==> src/rtl/snes_controller_responder.sv <==
// SNES gamepad emulator: answers a host's LATCH/PULSE handshake by serialising
// a 12-button word plus the 4-bit pad ID onto DATA (active-low on the wire).
module snes_controller_responder #(
    parameter int SYNC_STAGES    = 2,
    parameter int FILTER_CYCLES  = 4,
    parameter int TIMEOUT_CYCLES = 50000
) (
    input  logic        CLOCK,
    input  logic        RESET_N,
    input  logic        LATCH,
    input  logic        PULSE,
    input  logic [11:0] BUTTONS,
    output logic        DATA,
    output logic [4:0]  BIT_INDEX,
    output logic        FRAME_DONE
);

    localparam int FW = $clog2(FILTER_CYCLES + 1);
    localparam int TW = $clog2(TIMEOUT_CYCLES + 1);
    localparam logic [FW-1:0] FILT_LAST = FW'(FILTER_CYCLES - 1);
    localparam logic [TW-1:0] TO_LAST   = TW'(TIMEOUT_CYCLES - 1);

    localparam logic [1:0] ST_IDLE  = 2'd0;
    localparam logic [1:0] ST_LOAD  = 2'd1;
    localparam logic [1:0] ST_SHIFT = 2'd2;
    localparam logic [1:0] ST_DONE  = 2'd3;

    function automatic logic [15:0] frame_word(input logic [11:0] buttons);
        return {4'hF, ~buttons};
    endfunction

    logic [SYNC_STAGES-1:0] latch_sync_p0, pulse_sync_p0;
    logic                   latch_filt_p1, pulse_filt_p1;
    logic [FW-1:0]          latch_cnt, pulse_cnt;
    logic                   pulse_prev_p2;
    logic                   latch_in, pulse_in, pulse_rise;

    logic [1:0]    state;
    logic [15:0]   sreg;
    logic [4:0]    bit_idx;
    logic          data_q, frame_done_q;
    logic [TW-1:0] timeout;

    assign latch_in   = latch_sync_p0[SYNC_STAGES-1];
    assign pulse_in   = pulse_sync_p0[SYNC_STAGES-1];
    assign pulse_rise = pulse_filt_p1 & ~pulse_prev_p2;

    // Stage p0: synchronisers, preset to the idle bus levels so reset release is edge-free
    always_ff @(posedge CLOCK or negedge RESET_N) begin
        if (!RESET_N) begin
            latch_sync_p0 <= '0;
            pulse_sync_p0 <= '1;
        end else begin
            latch_sync_p0 <= {latch_sync_p0[SYNC_STAGES-2:0], LATCH};
            pulse_sync_p0 <= {pulse_sync_p0[SYNC_STAGES-2:0], PULSE};
        end
    end

    // Stage p1: a level only flips after FILTER_CYCLES consecutive disagreeing samples
    always_ff @(posedge CLOCK or negedge RESET_N) begin
        if (!RESET_N) begin
            latch_filt_p1 <= 1'b0;
            pulse_filt_p1 <= 1'b1;
            latch_cnt     <= '0;
            pulse_cnt     <= '0;
        end else begin
            if (latch_in == latch_filt_p1) begin
                latch_cnt <= '0;
            end else if (latch_cnt == FILT_LAST) begin
                latch_filt_p1 <= latch_in;
                latch_cnt     <= '0;
            end else begin
                latch_cnt <= latch_cnt + FW'(1);
            end

            if (pulse_in == pulse_filt_p1) begin
                pulse_cnt <= '0;
            end else if (pulse_cnt == FILT_LAST) begin
                pulse_filt_p1 <= pulse_in;
                pulse_cnt     <= '0;
            end else begin
                pulse_cnt <= pulse_cnt + FW'(1);
            end
        end
    end

    // Stage p2: edge history and frame FSM
    always_ff @(posedge CLOCK or negedge RESET_N) begin
        if (!RESET_N) begin
            pulse_prev_p2 <= 1'b1;
            state         <= ST_IDLE;
            sreg          <= '1;
            bit_idx       <= '0;
            data_q        <= 1'b1;
            frame_done_q  <= 1'b0;
            timeout       <= '0;
        end else begin
            pulse_prev_p2 <= pulse_filt_p1;
            frame_done_q  <= 1'b0;
            // A high latch restarts the frame from any state; edges in LOAD are ignored
            if (latch_filt_p1) begin
                state   <= ST_LOAD;
                sreg    <= frame_word(BUTTONS);
                data_q  <= ~BUTTONS[0];
                bit_idx <= '0;
                timeout <= '0;
            end else begin
                case (state)
                    ST_IDLE: begin
                        data_q  <= 1'b1;
                        bit_idx <= '0;
                    end
                    ST_LOAD: begin
                        state  <= ST_SHIFT;
                        data_q <= sreg[0];
                    end
                    ST_SHIFT: begin
                        if (pulse_rise) begin
                            sreg    <= {1'b1, sreg[15:1]};
                            data_q  <= sreg[1];
                            bit_idx <= bit_idx + 5'd1;
                            timeout <= '0;
                            if (bit_idx == 5'd15) begin
                                state        <= ST_DONE;
                                frame_done_q <= 1'b1;
                                data_q       <= 1'b1;
                            end
                        end else if (timeout == TO_LAST) begin
                            state   <= ST_IDLE;
                            bit_idx <= '0;
                            data_q  <= 1'b1;
                            timeout <= '0;
                        end else begin
                            timeout <= timeout + TW'(1);
                        end
                    end
                    ST_DONE: begin
                        data_q  <= 1'b1;
                        bit_idx <= 5'd16;
                    end
                    default: state <= ST_IDLE;
                endcase
            end
        end
    end

    assign DATA       = data_q;
    assign BIT_INDEX  = bit_idx;
    assign FRAME_DONE = frame_done_q;

endmodule

==> config.mk <==
export PLATFORM = sky130hd
export DESIGN_NAME = snes_controller_responder
export DESIGN_NICKNAME = d
export VERILOG_FILES = /design/src/rtl/snes_controller_responder.sv
export SDC_FILE = /design/constraint.sdc
export NUM_CORES = 1
export LEC_CHECK = 0
export CELL_PAD_IN_SITES_DETAIL_PLACEMENT = 0
export CELL_PAD_IN_SITES_GLOBAL_PLACEMENT = 1
export CORE_MARGIN = 2
export CORE_UTILIZATION = 45
export DETAILED_ROUTE_END_ITERATION = 16
export GPL_TIMING_DRIVEN = 1
export HOLD_SLACK_MARGIN = 0.15
export PLACE_DENSITY = 0.79
export SETUP_SLACK_MARGIN = 0.15
export SKIP_CTS_REPAIR_TIMING = 1
export SLEW_MARGIN = 30
export SYNTH_ARGS = -nofsm -noshare
export SYNTH_HDL_FRONTEND = slang
export SYNTH_SLANG_ARGS = --single-unit
==> constraint.sdc <==
create_clock -name CLOCK -period 2.5 [get_ports CLOCK]
set_input_delay 0.375 -clock CLOCK [delete_from_list [all_inputs] [get_ports CLOCK]]
set_output_delay 0.375 -clock CLOCK [all_outputs]
set_load 0.02 [all_outputs]
Yosys cells after proc, flatten, opt, wreduce, memory -nomap -nowiden
Index checks and enable logic that the tools add are counted.
{"block": "word_totals", "out_inout_bits": 7, "n_memories": 0, "reg_bits": 54, "mem_bits_rw": 0, "in_bits": 16, "mem_bits_ro": 0, "latch_bits": 0, "wordCells": 74}
{"block": "classes", "bitwise": 6, "n_shift": 0, "n_eq_ne": 11, "order_cmp": 0, "n_addsub": 4, "muxes": 29, "mul": 0, "reduce_logical": 11, "n_div": 0}
{"operator": "2-to-1 mux 16 bit", "n": 7}
{"operator": "adder 16 x 1 -> 16 bit (second input constant)", "n": 1}
{"operator": "equality test 16 bit (second input constant)", "n": 1}
{"operator": "2-to-1 mux 5 bit", "n": 3}
{"operator": "one-hot mux 5 bit (3 select lines)", "n": 1}
{"operator": "2-to-1 mux 3 bit", "n": 4}
{"operator": "inverter 12 bit", "n": 1}
{"operator": "2-to-1 mux 1 bit", "n": 8}
{"operator": "2-to-1 mux 2 bit", "n": 4}
{"operator": "inequality test 4 bit (second input constant)", "n": 2}
{"operator": "AND reduction 2 bit", "n": 4}
{"operator": "adder 3 x 1 -> 3 bit (second input constant)", "n": 2}
{"operator": "equality test 3 x 2 -> 1 bit (second input constant)", "n": 2}
{"operator": "adder 5 x 1 -> 5 bit (second input constant)", "n": 1}
{"operator": "equality test 5 x 4 -> 1 bit (second input constant)", "n": 1}
{"operator": "equality test 2 bit (second input constant)", "n": 2}
{"operator": "inverter 1 bit", "n": 4}
{"operator": "one-hot mux 2 bit (2 select lines)", "n": 1}
{"operator": "nonzero test 2 bit", "n": 2}
{"operator": "nonzero test 4 bit", "n": 1}
{"operator": "one-hot mux 1 bit (3 select lines)", "n": 1}
{"operator": "AND reduction 3 bit", "n": 1}
{"operator": "nonzero test 3 bit", "n": 1}
{"operator": "equality test 1 bit", "n": 2}
{"operator": "other kinds (4)", "n": 4}

Longest topological paths before layout
Gate-level depths: netlist of the first run.
{"block": "depth", "ltp_word": 5, "mapped_depth": 8}

Worst setup path after synthesis of the first run
No wires, ideal clock.
{"block": "synth_timing", "kind": "register to register", "startpoint": "register state[0]", "endpoint": "register state[0]", "t_arrival_ps": 1751, "synth_period_minus_slack_ps": 1855, "setup_ps": 104, "stages_incl_launch_ff": 7, "path_slack_ps": 645, "t_required_ps": 2396, "path_cell_list": "dfrtp_1 -> inv_1 -> ha_1 -> clkbuf_1 -> nand2_1 -> or3_2 -> a221oi_1"}
{"block": "synth_between", "elab_chain_len": 3}
{"item": "start: declaration", "line": "38", "text": "logic [1:0] state;"}
{"item": "start signal: assignment", "line": "91", "text": "state <= ST_IDLE;"}
{"item": "start signal: assignment", "line": "102", "text": "state <= ST_LOAD;"}
{"item": "start signal: assignment", "line": "114", "text": "state <= ST_SHIFT;"}
{"item": "equality test 2 bit / equality test 2 x 1 -> 1 bit (equally long branches)", "line": "108", "text": "case (state)"}
{"item": "inequality test 4 bit (no line), or another cell as far along"}
{"item": "AND reduction 3 bit (no line) / 2-to-1 mux 2 bit (equally long branches)"}
Parallel ways exist; a longest one is shown, timed or not.
A chain may end at the register's enable or synchronous reset.

Final worst setup path of the first run
{"block": "layout_timing", "startpoint": "register state[0]", "endpoint": "register timeout[14]"}
{"block": "layout_between", "elab_chain_len": 2}
{"item": "equality test 2 bit", "line": "108"}
{"item": "nonzero test 2 bit (no line)"}
{"item": "end signal: assignment", "line": "134", "text": "timeout <= timeout + TW'(1);"}
{"item": "end: declaration", "line": "42", "text": "logic [TW-1:0] timeout;"}
Every way passes these cells.

==> results of run 1 <==
## metrics by stage
step	area, µm²	utilization [%]	worst slack [ns]	hold slack (ns)
final	2872	53.13	0.3745	0.1640
after global routing	2872	53.13	0.1789	0.2211
after CTS	2872	53.13	0.3749	0.1905
after detailed placement	2774	51.32	0.3995	0.3362
after global placement	2774	51.32	0.4415	0.3328
after floorplan	2485	-	0.6448	0.07941
## logic make-up (layout without fill, tap and decap cells)
family                   count (synthesis)  in the layout
AND/OR/NAND/NOR                         81             81
multiplexers                             4              4
flip-flops                              50             50
buffers and inverters                   20             45
adder cells (fa/ha/maj)                  9              9
AO/OA/AOI/OAI                           52             52
XOR/XNOR                                13             13
## worst paths after layout
kind	slack, ns	cells past startpoint	endpoint	from
worst max-delay path	0.37	6	timeout[14]$_DFFE_PN0N_	state[0]$_DFFE_PN0P_
worst min-delay path	0.16	2	timeout[15]$_DFFE_PN0N_	RESET_N
worst max register to register	0.37	6	timeout[14]$_DFFE_PN0N_	state[0]$_DFFE_PN0P_
worst min register to register	0.36	0	latch_sync_p0[1]$_DFF_PN0_	latch_sync_p0[0]$_DFF_PN0_
max in group asynchronous	1.93	2	BIT_INDEX[4]$_DFFE_PN0P_	RESET_N
min in group CLOCK	0.36	0	latch_sync_p0[1]$_DFF_PN0_	latch_sync_p0[0]$_DFF_PN0_
## layer usage
layer,GRT usage (%),wire (µm)
met5,0,0
met4,4.737,27
met3,3.563,124
met2,25.95,2035
met1,23.71,2335
## layout by cell type (no fill, tap or decap), types with 2 or more instances in the layout
master and n:
dfrtp_1 33, clkdlybuf4s50_1 21, nor2_1 20, dfstp_2 17, a21oi_1 16, inv_1 12, xnor2_1 11, and2_1 11
a211oi_1 10, ha_1 9, nand2_1 8, o21ai_0 6, clkbuf_8 6, nor3_1 5, nor4_1 4, nand4_1 4
nor2b_1 3, nor3b_1 3, nand2b_1 3, nand3_1 3, or3_1 3, o31ai_1 3, buf_4 3, a31o_2 2
or4_1 2, xor2_1 2, mux2i_1 2, mux2_2 2
## worst max-delay path, cell delays in order, from the launching register on
cell	delay (ns)
dfrtp_1	0.43
inv_1	0.10
ha_1	0.34
o21ai_0	0.28
or3_1	0.42
or3_1	0.35
a21oi_1	0.14
## state kept, by name, summed over array words and instances (netlist names)
name,flops
DATA,1
sreg,12
state,2
pulse_filt_p1,1
timeout,16
BIT_INDEX,5
latch_sync_p0,2
pulse_sync_p0,2
latch_cnt,3
FRAME_DONE,1
latch_filt_p1,1
pulse_cnt,3
pulse_prev_p2,1
## report_power, final
part           internal, mW  switching (mW)  total, mW
Combinational         0.398           0.499      0.897
Sequential             1.09           0.137       1.23
Clock                 0.229           0.268      0.497
## layout make-up
| cell class | instances | area, µm² | share of cell area (%) |
|---|---|---|---|
| clock inverters | 2 | 15.01 | 0.5229 |
| well taps | 72 | 90.09 | 3.137 |
| clock buffers | 6 | 82.58 | 2.876 |
| flip-flops and latches | 50 | 1272 | 44.31 |
| inverters | 12 | 45.04 | 1.569 |
| repair buffers | 25 | 237.7 | 8.279 |
| multi-input cells | 159 | 1129 | 39.30 |
==> results.py, run 1 <==
metrics = {
    "yosys": {
        "synth-compound-area-share_pct": 14.85,
        "yosys.area_share.xor_xnor_pct": 4.582,
        "synthMuxAreaShare_pct": 1.712,
        "synth.top_cells.by_count": "dfrtp_1 (33), nor2_1 (20), dfstp_2 (17)",
        "yosys.area.top_type": "dfrtp_1",
        "synth.most_common_cell": "dfrtp_1",
        "ys_types": 55,
        "async_flop_share_pct": 100.0,
        "synth_seq_area_share_pct": 51.21,
        "synthAdderAreaFrac_pct": 4.532,
        "synthSimpleGateAreaFrac_pct": 19.74,
        "synth_ff_type": "dfrtp_1",
        "synth_edf_count": 0,
        "yosysWarnings": 0,
        "syn-instance-count": 229,
        "synthesis.nets": 254,
        "ys_ff_latch": 50,
        "synth.top_cells.by_area": "dfrtp_1 (33%), dfstp_2 (18%), ha_1 (4.5%)",
        "synth_top_area_share_pct": 33.23,
        "syn_area_um2": 2485,
        "syn_avg_cell_area_um2": 10.85,
        "synth_top_family_by_area": "simple AND/OR/NAND/NOR gates",
    },
    "die": {
        "rows": 27,
        "ios": 23,
        "initial_core_util_pct": 45.97,
        "die_x_um": 78.31,
        "die_h_um": 78.31,
        "coreArea_um2": 5405,
        "die-area_um2": 6132,
    },
    "routing": {
        "firstDrtPassIters": 4,
        "wl_um": 4523,
        "drtIter0Drc": 56,
        "drc": 0,
        "vias": 1713,
        "drtAntennaViolNets": 0,
        "vias_per_cell": 5.255,
        "wl_per_cell_um": 13.87,
    },
    "placed_design": {
        "routabilityCongestion": 0.7936,
        "portBuffers": 22,
        "dp.final_hpwl_um": 3098,
        "placed_cells": 318,
    },
    "sta": {
        "fin_skew_ns": 0.005655,
        "fin_crit_ns": 2.125,
        "rsz0062_at_grt": "false",
        "min_period_over_period_pct": 85.02,
        "max_freq_ghz": 0.4705,
        "maxSlewHeadroom_pct": 58.75,
        "fin_setup_tns_ns": 0,
        "worstMarginPinSlew_ns": 0.6122,
        "hold_viol": 0,
        "setup_viol_count_final": 0,
        "drv_slew": 0,
    },
    "clock_tree": {
        "cts_tree": "yes",
        "clockBufferDepth": 2,
        "cts_buffers": 5,
        "clkLatencyLatePin_ns": 0.29,
        "htreeDepth": 2,
        "clk_pin_slew_ns": 0.09,
        "clock_sinks": 50,
        "cts_root_buf": "clkbuf_8",
    },
    "setup_path": {
        "critical_path_class": "reg2reg",
        "cp-start-kind": "flip-flop",
        "end_kind": "flip-flop",
        "cp_max_fo": 11,
        "worstPathArrival_ns": 2.35,
        "required_ns": 2.72,
    },
    "power_and_ir_drop": {
        "power.leakage_nw": 1.151,
        "p_per_area_nw_per_um2": 914.3,
        "vdd_drop_max_v": 0.0004746,
        "power.total_mw": 2.625,
    },
    "finish": {
        "area_delta_synth_final_pct": 15.56,
        "fin_cells": 326,
        "drive_above_1_share_pct": 18.50,
        "antenna_cells": 0,
        "fin_nets": 278,
        "fill_cells": 507,
    },
    "grt": {
        "antenna_found_initial": 0,
        "grt_start_max_net_pins": 51,
        "overflow": 0,
        "grtUsageTotal_pct": 16.70,
        "grt_pass1_wl_um": 8155,
        "grt_pass1_vias": 1734,
    },
    "flow_run": {
        "cap_violations": 0,
    },
    "hold_path": {
        "hp-class": "in2async",
    },
    "status": {
        "status": "finished clean",
    },
}
No activity file was read; power rests on OpenSTA's default activity.
==> inputs of run 2 (changes only) <==
- CAP_MARGIN: unset -> 20
- SETUP_SLACK_MARGIN: 0.15 -> unset
==> results of run 2 <==
The final DEF is identical to that of run 1; final timing and power are the same.
